## config.mk

```make
export PLATFORM = sky130hd
export DESIGN_NAME = esfa_program_loader
export DESIGN_NICKNAME = d
export VERILOG_FILES = /design/src/rtl/esfa_program_loader.sv
export SDC_FILE = /design/constraint.sdc
export NUM_CORES = 1
export LEC_CHECK = 0
export ABC_AREA = 1
export ABC_CLOCK_PERIOD_IN_PS = 7100
export CAP_MARGIN = 20
export CORE_MARGIN = 10
export CORE_UTILIZATION = 53
export CTS_CLUSTER_DIAMETER = 200
export DETAILED_ROUTE_END_ITERATION = 8
export PLACE_DENSITY = 0.8
export SLEW_MARGIN = 5
export SYNTH_ARGS = -nofsm -noshare
export SYNTH_HDL_FRONTEND = slang
export SYNTH_SLANG_ARGS = --single-unit
```

## constraint.sdc

```tcl
create_clock -name clk -period 7.1 [get_ports clk]
set_input_delay 1.42 -clock clk [delete_from_list [all_inputs] [get_ports clk]]
set_output_delay 1.42 -clock clk [all_outputs]
set_load 0.03 [all_outputs]
```

## src/rtl/esfa_program_loader.sv

```systemverilog
// ESFA test-program loader: packs a host byte stream into 64-bit test-vector words,
// writes them to the program RAM and verifies the trailing XOR checksum byte.
module esfa_program_loader #(
  parameter int MAX_WORDS = 256,
  parameter int ADDR_W    = 32
) (
  input  logic              clk,
  input  logic              reset,
  input  logic              start,
  input  logic              in_valid,
  input  logic [7:0]        in_data,
  output logic              in_ready,
  output logic              mem_we,
  output logic [ADDR_W-1:0] mem_addr,
  output logic [63:0]       mem_wdata,
  output logic              busy,
  output logic              done,
  output logic              error,
  output logic [1:0]        error_code,
  output logic [15:0]       word_count
);

  typedef enum logic [2:0] {
    S_IDLE    = 3'd0,
    S_COLLECT = 3'd1,
    S_WRITE   = 3'd2,
    S_CKSUM   = 3'd3,
    S_DONE    = 3'd4,
    S_ERROR   = 3'd5
  } state_t;

  localparam logic [15:0] MAX_WC = 16'(MAX_WORDS);

  state_t              state_q, state_d;
  logic [2:0]          byte_cnt_q, byte_cnt_d;
  logic [63:0]         shreg_q, shreg_d;
  logic [7:0]          cksum_q, cksum_d;
  logic                in_ready_q, in_ready_d;
  logic                mem_we_q, mem_we_d;
  logic [ADDR_W-1:0]   mem_addr_q, mem_addr_d;
  logic [63:0]         mem_wdata_q, mem_wdata_d;
  logic                busy_q, busy_d;
  logic                done_q, done_d;
  logic                error_q, error_d;
  logic [1:0]          error_code_q, error_code_d;
  logic [15:0]         word_count_q, word_count_d;
  logic                accept_s;
  logic [63:0]         packed_s;
  logic [ADDR_W-1:0]   wc_ext_s;

  assign accept_s = in_valid & in_ready_q;
  assign packed_s = {in_data, shreg_q[63:8]};
  assign wc_ext_s = ADDR_W'(word_count_q);

  // Next-state and next-output computation for the load sequencer
  always_comb begin
    state_d      = state_q;
    byte_cnt_d   = byte_cnt_q;
    shreg_d      = shreg_q;
    cksum_d      = cksum_q;
    mem_we_d     = 1'b0;
    mem_addr_d   = mem_addr_q;
    mem_wdata_d  = mem_wdata_q;
    error_code_d = error_code_q;
    word_count_d = word_count_q;
    case (state_q)
      S_IDLE, S_DONE, S_ERROR: begin
        if (start) begin
          state_d      = S_COLLECT;
          byte_cnt_d   = 3'd0;
          cksum_d      = 8'd0;
          error_code_d = 2'd0;
          word_count_d = 16'd0;
        end else begin
          state_d = state_q;
        end
      end
      S_COLLECT: begin
        if (accept_s) begin
          cksum_d    = cksum_q ^ in_data;
          shreg_d    = packed_s;
          byte_cnt_d = byte_cnt_q + 3'd1;
          if (byte_cnt_q == 3'd7) begin
            state_d = S_WRITE;
            // The write is launched on entry to WRITE so the word is on the port during WRITE
            if (word_count_q != MAX_WC) begin
              mem_we_d    = 1'b1;
              mem_addr_d  = wc_ext_s << 3;
              mem_wdata_d = packed_s;
            end else begin
              mem_we_d = 1'b0;
            end
          end else begin
            state_d = S_COLLECT;
          end
        end else begin
          state_d = S_COLLECT;
        end
      end
      S_WRITE: begin
        if (mem_we_q) begin
          word_count_d = word_count_q + 16'd1;
          state_d      = mem_wdata_q[2] ? S_CKSUM : S_COLLECT;
        end else begin
          state_d      = S_ERROR;
          error_code_d = 2'd2;
        end
      end
      S_CKSUM: begin
        if (accept_s) begin
          if (in_data == cksum_q) begin
            state_d = S_DONE;
          end else begin
            state_d      = S_ERROR;
            error_code_d = 2'd1;
          end
        end else begin
          state_d = S_CKSUM;
        end
      end
      default: begin
        state_d = S_IDLE;
      end
    endcase
    in_ready_d = (state_d == S_COLLECT) || (state_d == S_CKSUM);
    busy_d     = (state_d == S_COLLECT) || (state_d == S_WRITE) || (state_d == S_CKSUM);
    done_d     = (state_d == S_DONE);
    error_d    = (state_d == S_ERROR);
  end

  // State and registered-output flops; reset abandons any load in progress
  always_ff @(posedge clk or posedge reset) begin
    if (reset) begin
      state_q      <= S_IDLE;
      byte_cnt_q   <= 3'd0;
      shreg_q      <= 64'd0;
      cksum_q      <= 8'd0;
      in_ready_q   <= 1'b0;
      mem_we_q     <= 1'b0;
      mem_addr_q   <= '0;
      mem_wdata_q  <= 64'd0;
      busy_q       <= 1'b0;
      done_q       <= 1'b0;
      error_q      <= 1'b0;
      error_code_q <= 2'd0;
      word_count_q <= 16'd0;
    end else begin
      state_q      <= state_d;
      byte_cnt_q   <= byte_cnt_d;
      shreg_q      <= shreg_d;
      cksum_q      <= cksum_d;
      in_ready_q   <= in_ready_d;
      mem_we_q     <= mem_we_d;
      mem_addr_q   <= mem_addr_d;
      mem_wdata_q  <= mem_wdata_d;
      busy_q       <= busy_d;
      done_q       <= done_d;
      error_q      <= error_d;
      error_code_q <= error_code_d;
      word_count_q <= word_count_d;
    end
  end

  assign in_ready   = in_ready_q;
  assign mem_we     = mem_we_q;
  assign mem_addr   = mem_addr_q;
  assign mem_wdata  = mem_wdata_q;
  assign busy       = busy_q;
  assign done       = done_q;
  assign error      = error_q;
  assign error_code = error_code_q;
  assign word_count = word_count_q;

endmodule

```

### Word-level counts from Yosys, hierarchy flattened

Index checks and enable logic that the tools add are counted.

* bits in registers: 181
* output and inout bits: 119

* reductions and logical operators: 13
* add/subtract/negate cells: 2
* multiplexer cells: 26
* equality and inequality tests: 19
* bitwise gates (word level): 2

Operators with widths (number)
* 2-to-1 mux 16 bit: 2
* case mux 16 bit (2 select lines): 1
* 2-to-1 mux 3 bit: 6
* adder 16 x 1 -> 16 bit (second input constant): 1
* 2-to-1 mux 8 bit: 2
* != test 16 x 9 -> 1 bit (second input constant): 1
* case mux 8 bit (2 select lines): 1
* equality test 3 bit (second input constant): 5
* equality test 3 x 2 -> 1 bit (second input constant): 4
* 2-to-1 mux 2 bit: 6
* != test 2 bit (second input constant): 6
* case mux 3 bit (4 select lines): 1
* equality test 8 bit: 1
* XOR 8 bit: 1
* equality test 3 x 1 -> 1 bit (second input constant): 2
* case mux 2 bit (3 select lines): 1
* case mux 3 bit (2 select lines): 1
* AND reduction 3 bit: 2
* 2-to-1 mux 1 bit: 5
* AND reduction 5 bit: 1
* AND reduction 4 bit: 1
* nonzero test 2 bit: 2
* adder 3 x 1 -> 3 bit (second input constant): 1
* logical NOT 3 bit: 1
* 5 further kinds: 7

### Longest topological paths before layout

* word-level depth: 7
* mapped depth: 10

### Worst setup path before layout

Ideal clock, no wire load.

* kind: input to register
* from: input in_valid
* to: register byte_cnt_q[0]
* arrival time: 2.269 ns
* path slack: 4.694 ns
* setup time: 0.137 ns
* path buffers: 1
* required time: 6.963 ns
* stages: 5
* cell sequence: nand2_1 > nor3_1 > o21a_1 > buf_2 > mux2i_1

* word-level cells in the longest chain between the ends: 3

RTL lines
* start: declaration: RTL line 10 `input logic in_valid,`
* bitwise AND 1 bit: RTL line 51 `assign accept_s = in_valid & in_ready_q;`
* != test 2 bit (no line)
* AND reduction 3 bit (no line)
* end signal: assignment: RTL line 149 `byte_cnt_q <= byte_cnt_d;`
* end: declaration: RTL line 35 `logic [2:0] byte_cnt_q, byte_cnt_d;`

Every way passes these cells.
A chain may end at the register's enable or synchronous reset.

### Worst setup path in the final report

* from: input in_valid
* to: register mem_wdata_q[0], in the netlist mem_wdata[0]

* word-level cells in the longest chain between the ends: 2

RTL lines
* bitwise AND 1 bit: RTL line 51
* AND reduction 4 bit (no line)
* end signal: assignment: RTL line 155 `mem_wdata_q <= mem_wdata_d;`
* end: declaration: RTL line 41 `logic [63:0] mem_wdata_q, mem_wdata_d;`

Every way passes these cells.

==> summary.txt <==
Floorplan
  • Core ar.: 13800 um^2
  • # IOs: between 100 and 150
  • Initial Util: between 50% and 60%
  • Die ar.: 19100 um^2
  • Rows: 43
  • Die Span X: 138 um
  • Die H: 138 um

Synth
  • Synth Register Bits: 173
  • Largest family of logic cells by synthesized area: simple AND/OR/NAND/NOR gates
  • Dominant cell type by area after synthesis: dfrtp_1
  • Mapped Area: between 7000 and 8000 um^2
  • Synth area leaders: dfrtp_1, nand2_1, nand3_1
  • Adder-cell share of the synthesized area: less than 1%
  • Simple-gate share of the synthesized area: 29.5%
  • Mux cell area share after synthesis: less than 1%
  • Post-synthesis sequential area ratio: 58.4%
  • Warnings, synthesis: 0
  • Synth top area share: 58.4%
  • Xor-xnor portion of the synthesized cell area: less than 1%
  • Post-Syn Instances: around 900
  • Count of cell types in the netlist: 25
  • Syn avg cell area: 8.42 um^2
  • Synth Area in Compound Gates: 3.79%

Global route
  • Vias in the first global route: 6014
  • Largest net degree at the start of global routing: 121
  • First-pass GRT wire length: 30700 um
  • Met3 GRT Util: about 6%
  • Met1 GRT Util: 24.2%
  • Initial antenna violation count: 0
  • Gr busiest metal: met2
  • Gr usage total: around a fifth
  • Gr ovfl total: 0
  • Met2 Track Usage GR: 30.4%

Critical path
  • CP max FO: between 70 and 80
  • Worst setup EP type: flop
  • CP Launch Type: input pin
  • Worst Path Required: 7.41 ns
  • Critical path type: in2reg
  • Cells on worst reg2reg path: 9
  • Worst EP arrival: 3.95 ns

Route
  • Routed wire length per instance: 15.5 um
  • DR DRC count: 0
  • DR vias/cell: 5.17
  • Antenna Nets Post-Route: 0
  • Final WL: 18100 um
  • Vias: 6056
  • DR iter-0 viols: 546
  • Drt first pass iters: 5

Clock network
  • Clock-pin slew on the worst setup and hold paths: 0.06 ns
  • Clk Latency, worst-skew pair: 0.43 ns
  • # H-tree levels: 4
  • Cts bufs inserted: 17
  • # hold bufs at CTS: 0
  • Post-CTS setup buffers: 0
  • Root buffer selected by CTS: clkbuf_16
  • CTS max path bufs: 2
  • # resized after CTS: 0
  • CTS sink cnt: roughly 170
  • TritonCTS clock tree: done

Power and ir drop
  • Switching Fraction: a little over a third
  • Clock power frac: 26.9%
  • Max VDD drop: 256 uV
  • Sequential power share: 41.3%
  • Power share of the combinational group: 31.8%
  • Total power: about 3.7 mW
  • P_sw: 1.34 mW
  • Leak: around 4.7 nW
  • Power density over the cells: slightly below 400 nW/um^2
  • Int Power: 2.32 mW

Placement
  • GPL Wtd Cong: 0.905
  • PortBufs: ~110
  • Dpl hpwl: 11800 um

Job
  • Max_cap viols: 0

Worst hold path
  • Worst Hold Depth: 2
  • Hold WC Path Type: reg2reg

STA
  • Fin crit share: 51.2%
  • RSZ-0062 raised after global routing: no
  • Worst Skew: 0.00978 ns
  • Setup violations, final: 0
  • Final min period: 3.64 ns
  • Max-slew violations: 0
  • Total Neg Setup Slack: 0 ns
  • Headroom to the max-slew limit: 41.9%
  • Slew of the pin with the lowest slew margin: 0.871 ns
  • Final Hold Vio Count: 0
  • Fmax: 275 MHz

Run status
  • Outcome: complete, no violations

Finish
  • Layout cells sized above 1: 4.84%
  • # diodes: 0
  • Nets: 995
  • Layout area overhead: 24.7%
==> per-layer routing <==
layer  vias to the layer above  wire [um]
li1                       2950          -
met1                      2886       7810
met2                       198       8860
met3                        22       1230
met4                         0        241
met5                         -          0
==> layout by cell type, fill, tap and decap left out, drive strengths merged, types with 2 or more instances in the layout <==
cell type,count
a21oi,2
buf,6
bufinv,4
clkbuf,19
clkdlybuf4s50,114
clkinv,3
clkinvlp,3
conb,16
dfrtp,173
ha,4
inv,63
nand2,377
nand3,103
nand4,11
nor2,31
nor3,5
o21ai,44
o22ai,7
xor2,3
==> sequential cells by signal, indices dropped and copies added, names as in the netlist, 2 cells and up <==
signal and count:
error_code 2, mem_addr 16, state_q 3, mem_wdata 64, byte_cnt_q 3, cksum_q 8
shreg_q 56, word_count 16
==> final cells by class <==
type,count,area [um^2]
Inverter,60,230
Multi-Input combinational cell,607,2630
Fill cell,1135,4520
Clock buffer,19,443
Clock inverter,13,188
Tap cell,180,225
Sequential cell,173,4330
Timing Repair Buffer,120,1210
==> power by group through the flow <==
| stage | Combinational, mW | Clock, mW | Sequential (mW) |
|---|---|---|---|
| 6_report | 1.16 | 0.987 | 1.51 |
| 3_5_place_dp | 1.17 | 0 | 1.52 |
| 3_3_place_gp | 1.14 | 0 | 1.51 |
| 5_1_grt | 1.29 | 1.04 | 1.55 |
| 4_1_cts | 1.18 | 1.00 | 1.51 |
| 2_1_floorplan | 0.457 | 0 | 1.77 |
==> Yosys cell counts, drive strengths merged <==
cell type	n
a21oi	2
buf	38
clkbuf	18
conb	1
dfrtp	173
ha	4
inv	60
mux2i	1
nand2	377
nand3	103
nand3b	1
nand4	11
nor2	31
nor3	5
nor4	1
o21a	1
o21ai	44
o22ai	7
xor2	3
==> path summary, 6_finish.rpt <==
| path | start | to | slack (ns) |
|---|---|---|---|
| max | in_valid | mem_wdata[0] | 3.46 |
| min | mem_wdata[9] | mem_wdata[9] | 0.47 |
| max reg2reg | state_q[2] | mem_wdata[0] | 4.23 |
| min reg2reg | mem_wdata[9] | mem_wdata[9] | 0.47 |
| max in group asynchronous | reset | mem_wdata[12] | 4.74 |
| min in group asynchronous | reset | mem_wdata[57] | 1.36 |
==> cell families after synthesis <==
family                     after synthesis
xor gates and xnor gates                 3
DFF                                    173
and+or+nand+nor                        529
other                                    1
muxes                                    1
AOI/OAI and AO/OA                       54
adders and majority gates                4
buffers and inverters                  116
==> critical path, cell delays in order <==
cell and delay, ns:
clkdlybuf4s50_1 0.54, nand3_4 0.57, nor2_4 0.30, nand2_2 0.39
buf_4 0.45, nand2_1 0.13, nand2_1 0.07
==> stage by stage <==
step	instance area, um^2	utilization (%)	setup slack (ns)	instances	hold slack (ns)
6_report	9250	67.2	3.46	1172	0.469
5_1_grt	9250	67.2	3.23	1172	0.491
4_1_cts	9220	67.0	3.46	1171	0.473
3_5_place_dp	8590	62.4	3.03	1139	0.458
3_3_place_gp	8590	62.4	3.11	1139	0.452
2_1_floorplan	7470	-	0.992	896	0.443
Power figures use the tool's default switching activity.
==> RTL change 1: new RTL, same flow settings <==
`shreg_q` no longer has a reset.
--- a/src/rtl/esfa_program_loader.sv
+++ b/src/rtl/esfa_program_loader.sv
@@ -133,7 +133,6 @@
     if (reset) begin
       state_q      <= S_IDLE;
       byte_cnt_q   <= 3'd0;
-      shreg_q      <= 64'd0;
       cksum_q      <= 8'd0;
       in_ready_q   <= 1'b0;
       mem_we_q     <= 1'b0;
@@ -147,7 +146,6 @@
     end else begin
       state_q      <= state_d;
       byte_cnt_q   <= byte_cnt_d;
-      shreg_q      <= shreg_d;
       cksum_q      <= cksum_d;
       in_ready_q   <= in_ready_d;
       mem_we_q     <= mem_we_d;
@@ -159,6 +157,10 @@
       error_code_q <= error_code_d;
       word_count_q <= word_count_d;
     end
+  end
+
+  always_ff @(posedge clk) begin
+    shreg_q <= shreg_d;
   end
 
   assign in_ready   = in_ready_q;
Check against the original RTL: same outputs for any inputs over 10 cycles, from zero or initial values and one cycle with reset high; that may be too few to reach the edited logic, so the function may still have changed.
==> RTL change 1 against the original RTL <==
Non-clock buffer count decreased by 2; maximum frequency rose by 17%; power shrank 13%; wire length is 9.1% lower; combinational power down 26%; clock power down 12%; worst setup slack better by 530 ps; area after synthesis decreased by 3.3%; sequential share of layout area up 5.2 points; register-to-register slack gained 500 ps; sequential cell count is the same; design area shrank 4.2%; synthesized cell count decreased by 19%; critical path type is now reg -> out; critical endpoint is now word_count[9]; highest routed layer unchanged.
==> RTL change 1: results (changes against the original RTL) <==
metric,value,unit,change
status,"complete, no violations",,
crit_start,word_count[9],,
peakVddDrop,0.236,mV,-7.7%
synthAdderAreaFrac,0.00698,,+0.000231
use_met2,0.293,,-0.0108
grt_pass1_vias,5270,,-12%
hold_path_startpoint,shreg_q[45],,
met1_length,6800,µm,-13%
finalNonFillerCells,1010,,-14%
crit_end,word_count[9],,
rr_startpoint,state_q[0],,
rrSetupSlack,4730,ps,+500 ps
synth_edf_count,56,,+56
met3WireLength,1400,µm,+14%
grtUsageMet1,0.229,,-0.0135
grt.total_usage,0.183,,-0.00733
crit_slowest_cell,clkdlybuf4s50_1,,
vias_per_cell,5.27,,+2.1%
synth_compound_area_frac,0.0222,,-0.0158
timing.final.ws_setup,4000,ps,+533 ps
power.leakage,0.00416,µW,-12%
ys_seq_area_frac,0.643,,+0.0590
whs_endpoint,shreg_q[37],,
synth.distinct_cells,28,,+12%
rr_endpoint,word_count[5],,
crit_family,buffers and inverters,,
grt_max_degree,83,,-31%
synth-xor-area-share,0,,-0.00354
gp_congestion,0.872,,-3.7%
dp_hpwl,11200,µm,-5.1%
fin_nets,837,,-16%
grt_first_pass_wirelength,27000,µm,-12%
synth_area_leaders,"dfrtp_1, edfxtp_1, nand2_1",,
clock_skew,9.22,ps,-0.561 ps
placedInstanceArea,8250,µm²,-4.0%
drive_gt1_frac,0.0564,,+0.00797
cp_slowest_stage_delay,740,ps,+170 ps
async_flop_share,0.676,,-0.324
slew_headroom,0.421,,+0.00224
drtIter0Drc,464,,-15%
whs,450,ps,-19.5 ps
synth_cells,714,,-19%
r2r_cells,8,,-1
met3_usage,0.0565,,-0.00313
holdPathStages,0,,-2
place_ws,3110,ps,+82.9 ps
## RTL change 1: cell count changes after synthesis, sizes merged, moves of 3 or more
| cell | before | now |
|---|---|---|
| a21oi | 2 | 6 |
| clkbuf | 18 | 5 |
| dfrtp | 173 | 117 |
| edfxtp | 0 | 56 |
| inv | 60 | 54 |
| nand2 | 377 | 245 |
| nand3 | 103 | 96 |
| nand4 | 11 | 23 |
| nor3 | 5 | 12 |
| o21ai | 44 | 20 |
| o22ai | 7 | 2 |
| xor2 | 3 | 0 |
## RTL change 1: final cells by class
type / instances / share of cell area
clock inverters: 13 / 0.0119
multi-input cells: 457 / 0.233
inverters: 54 / 0.0232
well taps: 176 / 0.0249
repair buffers: 118 / 0.136
flip-flops and latches: 173 / 0.520
clock buffers: 19 / 0.0511
## RTL change 1: report_power, final
group | switching, µW | leakage [µW] | internal (µW) | total, µW
registers | 138 | 0.00210 | 1310 | 1450
clock network | 394 | 0.000252 | 471 | 865
logic | 558 | 0.00180 | 296 | 854
total | 1090 | 0.00416 | 2080 | 3170
==> RTL change 2: new RTL, config.mk and constraints unchanged <==
Without the edit above. Change the parameter `ADDR_W` from 32 to 16.
--- a/src/rtl/esfa_program_loader.sv
+++ b/src/rtl/esfa_program_loader.sv
@@ -2,7 +2,7 @@
 // writes them to the program RAM and verifies the trailing XOR checksum byte.
 module esfa_program_loader #(
   parameter int MAX_WORDS = 256,
-  parameter int ADDR_W    = 32
+  parameter int ADDR_W    = 16
 ) (
   input  logic              clk,
   input  logic              reset,
Ports: changed (resized mem_addr); port bits go from 131 to 115. The function was not compared with the original's and may differ.
==> RTL change 2 against the original RTL <==
Worst setup slack better by 120 ps; wire length is 11% lower; power is 6.3% higher; die area is 0.59% lower; sequential cell count is 3 lower; global-route usage is 1.9 points lower; area after synthesis is 0.69% lower; design area is 1.6% lower; core utilization is 1.1 points lower; maximum frequency is 3.5% higher; critical endpoint is now mem_wdata[3]; largest cell class unchanged; highest routed layer unchanged.
==> RTL change 2: results (changes against the original RTL) <==
metric,value,unit,change
htree_levels,4,,unchanged
met3_usage,0.0504,,-0.00923
dp_cells,1048,,-8.0%
syn_avg_cell_area,9.33,µm²,+11%
buffers,114,,-5.0%
drive_gt1_frac,0.137,,+0.0881
regArea,4250,µm²,-1.7%
clock_skew,8.32,ps,-1.46 ps
gp_congestion,0.868,,-4.2%
dr_wl_met2,7670,µm,-13%
slew_headroom,0.363,,-0.0561
nClkBuffers,23,,+4
arrival,3830,ps,-120 ps
switching_share,0.383,,+0.0169
crit_slowest_cell,buf_4,,
async_flop_share,1.00,,unchanged
multi_input_comb_cells,482,,-21%
grt_first_pass_wirelength,25800,µm,-16%
place_ws,2460,ps,-567 ps
clock_sinks,170,,-1.7%
met3WireLength,978,µm,-20%
placedInstanceArea,8470,µm²,-1.4%
status,"complete, no violations",,
grtUsageMet1,0.229,,-0.0138
via_count,5467,,-9.7%
met1_length,7250,µm,-7.1%
cp_slowest_stage_delay,620,ps,+50 ps
synth-xor-area-share,0.00119,,-0.00235
drtPass1Iterations,4,,-1
grt.total_usage,0.171,,-0.0188
clkCellAreaFrac,0.0659,,-0.00232
peakVddDrop,0.247,mV,-3.3%
post-route-util,0.661,,-0.0108
n_all_inverters,103,,+72%
p_comb,1450,µW,+25%
synth_compound_area_frac,0.140,,+0.102
cts_resized,0,,unchanged
synth_area_leaders,"dfrtp_1, nand2_1, o21ai_2",,
antenna_found_initial,0,,unchanged
dp_hpwl,10900,µm,-7.2%
synthTopCellsByCount,"nand2_1, dfrtp_1, inv_1, o21ai_0, o21ai_2",,
p_comb_frac,0.371,,+0.053
p_seq_frac,0.390,,-0.023
synth_mux_area_frac,0.00136,,+0.00000940
power.leakage,0.00423,µW,-11%
grt_pass1_vias,5155,,-14%
fillCellCount,1148,,+1.1%
drt_wl_total,16100,µm,-11%
multi_input_area,2480,µm²,-5.8%
use_met2,0.261,,-0.0431
synth.distinct_cells,29,,+16%
finalNonFillerCells,1081,,-7.8%
drtIter0Drc,436,,-20%
fin_nets,904,,-9.1%
top_layer_used,met4,,
layout.buffer.nonclock.area_share,0.127,,-0.00364
crit_fanout,97,,+33%
port_buffers,111,,-2.6%
-- RTL change 2: cell count changes after synthesis, sizes merged, moves of 5 or more --
cell | before | now
o21ai | 44 | 150
nand2 | 377 | 240
nand4 | 11 | 16
inv | 60 | 102
buf | 38 | 25
nand3 | 103 | 23
clkbuf | 18 | 12
-- RTL change 2: path summary, 6_finish.rpt --
| check | from | end | slack (ps) | cells after the start |
|---|---|---|---|---|
| min in group asynchronous | reset | shreg_q[15] | 1520 | 2 |
| min | shreg_q[14] | mem_wdata[6] | 470 | 2 |
| max in group asynchronous | reset | shreg_q[62] | 4110 | 3 |
| min reg2reg | shreg_q[14] | mem_wdata[6] | 470 | 2 |
| max | in_valid | mem_wdata[3] | 3590 | 10 |
| max reg2reg | word_count[0] | mem_wdata[3] | 4130 | 10 |
-- RTL change 2: critical path: cells and delay by family --
kind          cells  cell delay [ps]
buf+inv           4             1290
simple gates      6             1030
